### src/rtl/rr_req_arbiter.sv
// rr_req_arbiter
// Round-robin arbiter over N level requesters with a bounded hold time.
// A grant is registered one cycle after the request is sampled and is kept
// while the owner holds its request. If the owner has been served for
// MAX_HOLD cycles and someone else is waiting, the grant is revoked and
// preempt pulses. Every grant is followed by exactly one idle cycle, and the
// search for the next owner starts just after the previous owner.
//
// Ports
//   clk     : single clock, rising edge
//   reset   : synchronous active-high reset
//   req     : [N-1:0] level requests, held high until served
//   gnt     : [N-1:0] registered one-hot-or-zero grant
//   gnt_id  : index of the granted requester, 0 when gnt is 0
//   busy    : high whenever gnt is nonzero
//   preempt : one-cycle pulse in the idle cycle after a hold timeout
module rr_req_arbiter #(
   parameter int N        = 4,
   parameter int MAX_HOLD = 8
) (
   input  logic                 clk,
   input  logic                 reset,
   input  logic [N-1:0]         req,
   output logic [N-1:0]         gnt,
   output logic [$clog2(N)-1:0] gnt_id,
   output logic                 busy,
   output logic                 preempt
);

   localparam int         IW       = $clog2(N);
   localparam logic [7:0] HOLD_MAX = 8'(MAX_HOLD);

   typedef enum logic [0:0] {
      IDLE  = 1'b0,
      GRANT = 1'b1
   } state_t;

   state_t          state_r, state_s;
   logic [IW-1:0]   ptr_r, ptr_s;
   logic [7:0]      hold_cnt_r, hold_cnt_s;
   logic [N-1:0]    gnt_r, gnt_s;
   logic [IW-1:0]   gnt_id_r, gnt_id_s;
   logic            busy_r, busy_s;
   logic            preempt_r, preempt_s;
   logic [IW-1:0]   pick_id_s;
   logic            owner_req_s;
   logic            others_s;

   // Increment an index modulo N.
   function automatic logic [IW-1:0] wrap_inc(input logic [IW-1:0] v);
      logic [IW-1:0] r;
      if (v == IW'(N - 1)) begin
         r = {IW{1'b0}};
      end else begin
         r = v + IW'(1'b1);
      end
      return r;
   endfunction

   // First asserted request found scanning from p upward, wrapping at N.
   // Only meaningful when r is nonzero.
   function automatic logic [IW-1:0] rr_pick(input logic [N-1:0]  r,
                                             input logic [IW-1:0] p);
      logic [IW-1:0] idx;
      logic [IW-1:0] pick;
      logic          found;
      idx   = p;
      pick  = p;
      found = 1'b0;
      for (int i = 0; i < N; i++) begin
         if (!found && r[idx]) begin
            pick  = idx;
            found = 1'b1;
         end else begin
            pick = pick;
         end
         idx = wrap_inc(idx);
      end
      return pick;
   endfunction

   // One-hot vector for an index.
   function automatic logic [N-1:0] one_hot(input logic [IW-1:0] id);
      logic [N-1:0] v;
      v     = {N{1'b0}};
      v[id] = 1'b1;
      return v;
   endfunction

   // Next-state and next-output logic of the arbitration FSM.
   always_comb begin
      state_s     = state_r;
      ptr_s       = ptr_r;
      hold_cnt_s  = hold_cnt_r;
      gnt_s       = gnt_r;
      gnt_id_s    = gnt_id_r;
      busy_s      = busy_r;
      preempt_s   = 1'b0;
      pick_id_s   = rr_pick(req, ptr_r);
      owner_req_s = req[gnt_id_r];
      // gnt_r is the owner's one-hot mask, so this is "anyone but the owner".
      others_s    = |(req & ~gnt_r);

      case (state_r)
         IDLE: begin
            if (|req) begin
               state_s    = GRANT;
               gnt_s      = one_hot(pick_id_s);
               gnt_id_s   = pick_id_s;
               busy_s     = 1'b1;
               hold_cnt_s = 8'd1;
            end else begin
               gnt_s      = {N{1'b0}};
               gnt_id_s   = {IW{1'b0}};
               busy_s     = 1'b0;
               hold_cnt_s = 8'd0;
            end
         end
         GRANT: begin
            // Release is checked first so a simultaneous timeout never pulses preempt.
            if (!owner_req_s) begin
               state_s    = IDLE;
               ptr_s      = wrap_inc(gnt_id_r);
               gnt_s      = {N{1'b0}};
               gnt_id_s   = {IW{1'b0}};
               busy_s     = 1'b0;
               hold_cnt_s = 8'd0;
            end else if ((hold_cnt_r == HOLD_MAX) && others_s) begin
               state_s    = IDLE;
               ptr_s      = wrap_inc(gnt_id_r);
               gnt_s      = {N{1'b0}};
               gnt_id_s   = {IW{1'b0}};
               busy_s     = 1'b0;
               hold_cnt_s = 8'd0;
               preempt_s  = 1'b1;
            end else if (hold_cnt_r < HOLD_MAX) begin
               hold_cnt_s = hold_cnt_r + 8'd1;
            end else begin
               // Saturated with nobody else waiting: keep serving the owner.
               hold_cnt_s = hold_cnt_r;
            end
         end
         default: begin
            state_s    = IDLE;
            ptr_s      = {IW{1'b0}};
            gnt_s      = {N{1'b0}};
            gnt_id_s   = {IW{1'b0}};
            busy_s     = 1'b0;
            hold_cnt_s = 8'd0;
         end
      endcase
   end

   // State and output registers with synchronous reset.
   always_ff @(posedge clk) begin
      if (reset) begin
         state_r    <= IDLE;
         ptr_r      <= {IW{1'b0}};
         hold_cnt_r <= 8'd0;
         gnt_r      <= {N{1'b0}};
         gnt_id_r   <= {IW{1'b0}};
         busy_r     <= 1'b0;
         preempt_r  <= 1'b0;
      end else begin
         state_r    <= state_s;
         ptr_r      <= ptr_s;
         hold_cnt_r <= hold_cnt_s;
         gnt_r      <= gnt_s;
         gnt_id_r   <= gnt_id_s;
         busy_r     <= busy_s;
         preempt_r  <= preempt_s;
      end
   end

   assign gnt     = gnt_r;
   assign gnt_id  = gnt_id_r;
   assign busy    = busy_r;
   assign preempt = preempt_r;

endmodule

### config.mk
export PLATFORM = sky130hd
export DESIGN_NAME = rr_req_arbiter
export DESIGN_NICKNAME = d
export VERILOG_FILES = /design/src/rtl/rr_req_arbiter.sv
export SDC_FILE = /design/constraint.sdc
export NUM_CORES = 1
export LEC_CHECK = 0
export BUFFER_PORTS_ARGS = -buffer_cell sky130_fd_sc_hd__buf_2
export CORE_AREA = 2 2 57 59
export DETAILED_ROUTE_END_ITERATION = 7
export DIE_AREA = 0 0 59 61
export GPL_TIMING_DRIVEN = 0
export HOLD_SLACK_MARGIN = 0.02
export PLACE_DENSITY_LB_ADDON = 0.08
export SLEW_MARGIN = 10
export SYNTH_ARGS = -nofsm -noshare
export SYNTH_HDL_FRONTEND = slang
export SYNTH_SLANG_ARGS = --single-unit
### constraint.sdc
create_clock -name clk -period 2.2 [get_ports clk]
set_clock_uncertainty 0.05 [all_clocks]
set_input_delay 0.11 -clock clk [delete_from_list [all_inputs] [get_ports clk]]
set_output_delay 0.11 -clock clk [all_outputs]
set_load 0.05 [all_outputs]
; ---- Word-level counts from Yosys, hierarchy flattened
; Cells that the tools add are included.
[word_totals]
ff_bits = 19
inputBits = 6
out_inout_bits = 8
wordCells = 89
[op_classes]
add_sub_neg = 5
order_cmp = 8
eq_ne = 8
n_mux = 45
bitwise_logic = 4
n_reduce_logical = 12
[op_table]
columns = operator, n
row1 = $mux 2, 12
row2 = $mux 8, 3
row3 = $lt 2x3->1 const B, 6
row4 = $mux 1, 16
row5 = $pmux 8 s2, 1
row6 = $mux 4, 3
row7 = $bmux 1 s2, 5
row8 = $add 2x1->2 const B, 4
row9 = $add 8x1->8 const B, 1
row10 = $eq 2x2->1 const B, 4
row11 = $eq 8x4->1 const B, 1
row12 = $lt 8x4->1 const B, 1
row13 = $pmux 4 s2, 1
row14 = $reduce_or 4->1, 2
row15 = $logic_and 1x1->1, 5
row16 = $and 4x4->4, 1
row17 = $ne 4x2->1 const B, 1
row18 = $not 4->4, 1
row19 = $pmux 1 s2, 2
row20 = $pmux 2 s2, 1
row21 = $logic_not 1->1, 3
row22 = $ne 3x2->1 const B, 1
row23 = $reduce_or 3->1, 1
row24 = $demux 1 s2, 1
row25 = other kinds (4), 5

; ---- Depth between registers and ports, before layout
[depth]
word_depth = 18
depth_mapped = 9

; ---- Worst setup path after synthesis
; OpenSTA, ideal clock, no wires.
[synth_timing]
path_kind = register -> register
from = reg ptr_r[1]
to = reg gnt_r[2], in the netlist gnt[2]
setup_ns = 0.117
arrival_ns = 1.987
setup_slack_ns = 0.045
stages_incl_launch_ff = 8
path_buffers = 0
path_cell_list = dfxtp_1 -> ha_1 -> o21a_1 -> or2_1 -> a221o_1 -> and2_4 -> mux2i_4 -> a32o_1
[synth_via]
elab_chain_len = 18
[synth_rtl]
columns = item, line
row1 = "start, declared", 39  ; logic [IW-1:0] ptr_r, ptr_s;
row2 = "start signal, assigned", 158  ; ptr_r <= {IW{1'b0}};
row3 = "start signal, assigned", 166  ; ptr_r <= ptr_s;
row4 = branches (longest 11 deep; another with $add 2x1->2), n/a
row5 = $mux 2 (*), 71  ; if (!found && r[idx]) begin
row6 = $lt 2x3->1 (not written as such) or $ge 2x1->1 (tied branches), 86  ; v[id] = 1'b1;
row7 = $logic_and 1x1->1 (not written as such), 86
row8 = $mux 1 (not written as such), 86
row9 = $demux 1 s2 (*), 86
row10 = $mux 4 (*), 106  ; if (|req) begin
row11 = $pmux 4 s2 (*), 104  ; case (state_r)
row12 = "end signal, assigned", 160  ; gnt_r <= {N{1'b0}};
row13 = "end signal, assigned", 168  ; gnt_r <= gnt_s;
row14 = "end, declared", 41  ; logic [N-1:0] gnt_r, gnt_s;
; Mark *: on every way between the ends. The select of a mux whose other input is x is not followed.
; A chain may end at the register's enable or synchronous reset.

; ---- Worst setup path in the final report
[layout_timing]
from = reg ptr_r[0]
to = reg gnt_r[2], in the netlist gnt[2]
; The elaborated chain is that of the path after synthesis.

==> metrics.md <==
| Metric | Value |
|---|---|
| Vias post-DR | `976` |
| Hold crit path type | `primary input to flip-flop` |
| RR Endpoint | `gnt[2]$_SDFFE_PP0P_` |
| Rel. slew slack | `0.725` |
| Worst Slack Setup Final | `0.0653 ns` |
| Synth Cell Area | `0.00115 sq mm` |
| # IOs | `14` |
| DR iter-0 viols | `73` |
| Tcrit/Tclk final | `0.970` |
| Number of flops mapped to enable cells by yosys | `0` |
| CTS tree | `built` |
| Delay-heaviest family, CP | `compound AO/OA/AOI/OAI gates` |
| Status | `completed` |
| Remaining global-route overflow | `0` |
| Area leader, netlist | `dfxtp_1` |
| CP Buf/Inv Count | `0` |
| Final Net Count | `157` |
| Critical-path cell list | `ha_4 > o21a_1 > or2_1 > a221o_1 > and2_4 > mux2i_4 > a32o_1` |
| Setup violations, final | `0` |
| Area of the die | `0.00360 sq mm` |
| CTS buffer count | `3` |
| Static leakage | `0.535 nW` |
| Placer Congestion | `0.913` |
| Clk sinks | `19` |
| Global-route wire length before repair | `4370 um` |
| Switching share of power | `0.400` |
| Max H-tree Level | `1` |
| Seq pwr share | `0.382` |
| Max Fanout on Critical Path | `5` |
| Commonest cells post-synth | `dfxtp_1 (19), nand2_1 (13), nand2b_1 (9), nor2_1 (6)` |
| Number of cells on the worst reg-to-reg path | `7` |
| Synth warn | `0` |
| Syn Area/Cell | `8.90 sq um` |
| Worst Path Required | `2.35 ns` |
| Slowest-stage cell, CP | `dfxtp_2` |
| Crit path depth | `7` |
| Synth Flop Type | `dfxtp_1` |
| Area of the multi-input gates | `744 sq um` |
| Final Hold Fails | `0` |
| Fmax | `468 MHz` |
| Synthesis-stage register bit count | `19` |
| Fin Setup TNS | `0 ns` |
| CP Launch Type | `flip-flop` |
| Residual DRC | `0` |
| Starting Density | `0.389` |
| Maximum vdd drop | `0.353 mV` |
| Min-delay src | `req[2]` |
| Clock power share | `0.161` |
| Clk root buf | `clkbuf_4` |
| Diodes inserted | `0` |
| Crit path to | `gnt[2]$_SDFFE_PP0P_` |
| CORE AREA | `0.00295 sq mm` |
| Filler cells | `305` |
| Num rows | `20` |
| Height of the die | `61 um` |
| Number of max-cap violations | `0` |
| Drt pass-1 iters | `4` |
| Clock tree buffer depth | `2` |
| Inst Count DP | `173` |
| WL/cell | `13.8 um` |
| Worst setup path start | `ptr_r[0]$_SDFFE_PP0P_` |
| Initial antenna violation count | `0` |
| Drt via density | `5.45` |
| Worst slack, placed | `-0.162 ns` |
| Post-synth ARST share | `0` |
| Nature of the critical path endpoint | `flip-flop` |
| Share of layout cells above drive strength 1 | `0.260` |
| Worst path max stage delay | `0.35 ns` |
| Area Growth Syn to Fin | `15.9%` |
| Die Wd | `59 um` |
| Arrival time at the worst endpoint | `2.28 ns` |
| Yosys top cell area share | `0.331` |
| Worst-skew pair later-pin latency | `0.30 ns` |
| Detailed-route wire length | `2480 um` |
| R2R Setup Slk | `0.07 ns` |
| GR Util All Layers | `0.162` |
| Final non-filler cell total | `179` |
| Cell-internal power | `0.653 mW` |
| Cells after synthesis | `129` |
| DP HPWL | `1810 um` |
| Most frequent cell after synthesis | `dfxtp_1` |
| Post-route ant nets | `0` |
| Power per cell area | `818 mW/mm^2` |
| Worst slew pin tran | `0.408 ns` |
| Syn nets | `139` |
| Count of cell types in the netlist | `50` |
| Comb power frac | `0.456` |
| Sw power | `0.435 mW` |
| Register area share after synthesis | `0.331` |
| Setup CP Type | `flip-flop to flip-flop` |
| Port bufs | `11` |
| Vias in the first global route | `943` |
| Max Slew Vio Count | `0` |
| Reg clk slew, reported paths | `0.10 ns` |
| Synth area leaders | `dfxtp_1 (33%), nand2b_1 (4.9%), ha_1 (4.4%)` |
| Register Area | `385 sq um` |
| Largest net degree at the start of global routing | `11` |
| Post-layout min period | `2.13 ns` |
| Crit Reg-Reg Startpoint | `ptr_r[0]$_SDFFE_PP0P_` |
worst register-to-register path, stage by stage, from the launching register on:
cell and delay (ns):
dfxtp_2 0.35, ha_4 0.26, o21a_1 0.12, or2_1 0.27
a221o_1 0.34, and2_4 0.18, mux2i_4 0.20, a32o_1 0.26
registers in the layout, indices dropped and copies added (netlist names):
name / cells
hold_cnt_r: 8
gnt: 4
gnt_id: 2
ptr_r: 2
busy: 1
preempt: 1
state_r: 1
cells in the final DEF (no fill, tap or decap), types with 3 or more instances in the layout:
cell type	count
inv_1	5
buf_2	14
nand2b_1	9
clkbuf_4	3
o21ai_0	4
nor2_1	6
dfxtp_1	17
nand2_1	13
and2_1	5
o21a_1	3
a21oi_1	4
ha_1	3
nor3_2	3
repair_timing:
action,in CTS,in global routing
gates resized for setup,3,10
setup buffers,0,1
endpoints found under the hold margin,4,0
gates cloned,0,0
pin swaps,0,3
hold buffers,1,0
endpoints found under the setup margin,6,5
cells by family after synthesis:
kind of cell,count (synthesis),share of synthesized area
buffers and inverters,12,0.0501
flip-flops,19,0.331
XOR/XNOR,1,0.00763
AO/OA/AOI/OAI,33,0.217
multiplexers,7,0.0959
AND/OR/NAND/NOR,53,0.255
adder cells (fa/ha/maj),4,0.0436
power by group through the flow:
stage	logic (mW)	registers, mW	clock network (mW)
after floorplan	0.284	0.502	0
after global placement	0.456	0.424	0
after detailed placement	0.460	0.425	0
after CTS	0.467	0.420	0.178
after global routing	0.541	0.424	0.196
final	0.497	0.416	0.176
stage by stage:
stage / area (sq um) / hold WS [ns] / utilization / power (mW)
after floorplan: 1150 / 0.129 / - / 0.786
after global placement: 1240 / 0.324 / 0.422 / 0.879
after detailed placement: 1240 / 0.326 / 0.422 / 0.884
after CTS: 1300 / 0.370 / 0.439 / 1.07
after global routing: 1330 / 0.435 / 0.451 / 1.16
final: 1330 / 0.358 / 0.451 / 1.09
worst min-delay path by stage:
stage                                             to  slack, ns  cells past startpoint
after detailed placement       ptr_r[0]$_SDFFE_PP0P_       0.33                      2
after global routing               busy$_SDFFE_PP0P_       0.44                      2
after floorplan                ptr_r[0]$_SDFFE_PP0P_       0.13                      1
after global placement    hold_cnt_r[0]$_SDFFE_PP0P_       0.32                      2
after CTS                         preempt$_SDFF_PP0_       0.37                      5
final                             preempt$_SDFF_PP0_       0.36                      5
routing by layer:
metal,wire length (um),GRT usage
met1,1210,0.207
met2,1170,0.268
met3,41,0.0256
met4,48,0.0779
met5,0,0
cell type report:
cell class                      count  area share
Buffer                              6      0.0291
Clock buffer                        4      0.0197
Inverter                            6      0.0169
Multi-Input combinational cell     98       0.559
Sequential cell                    19       0.289
Tap cell                           33      0.0310
Timing Repair Buffer               13      0.0545
No activity file was read; power rests on OpenSTA's default activity.
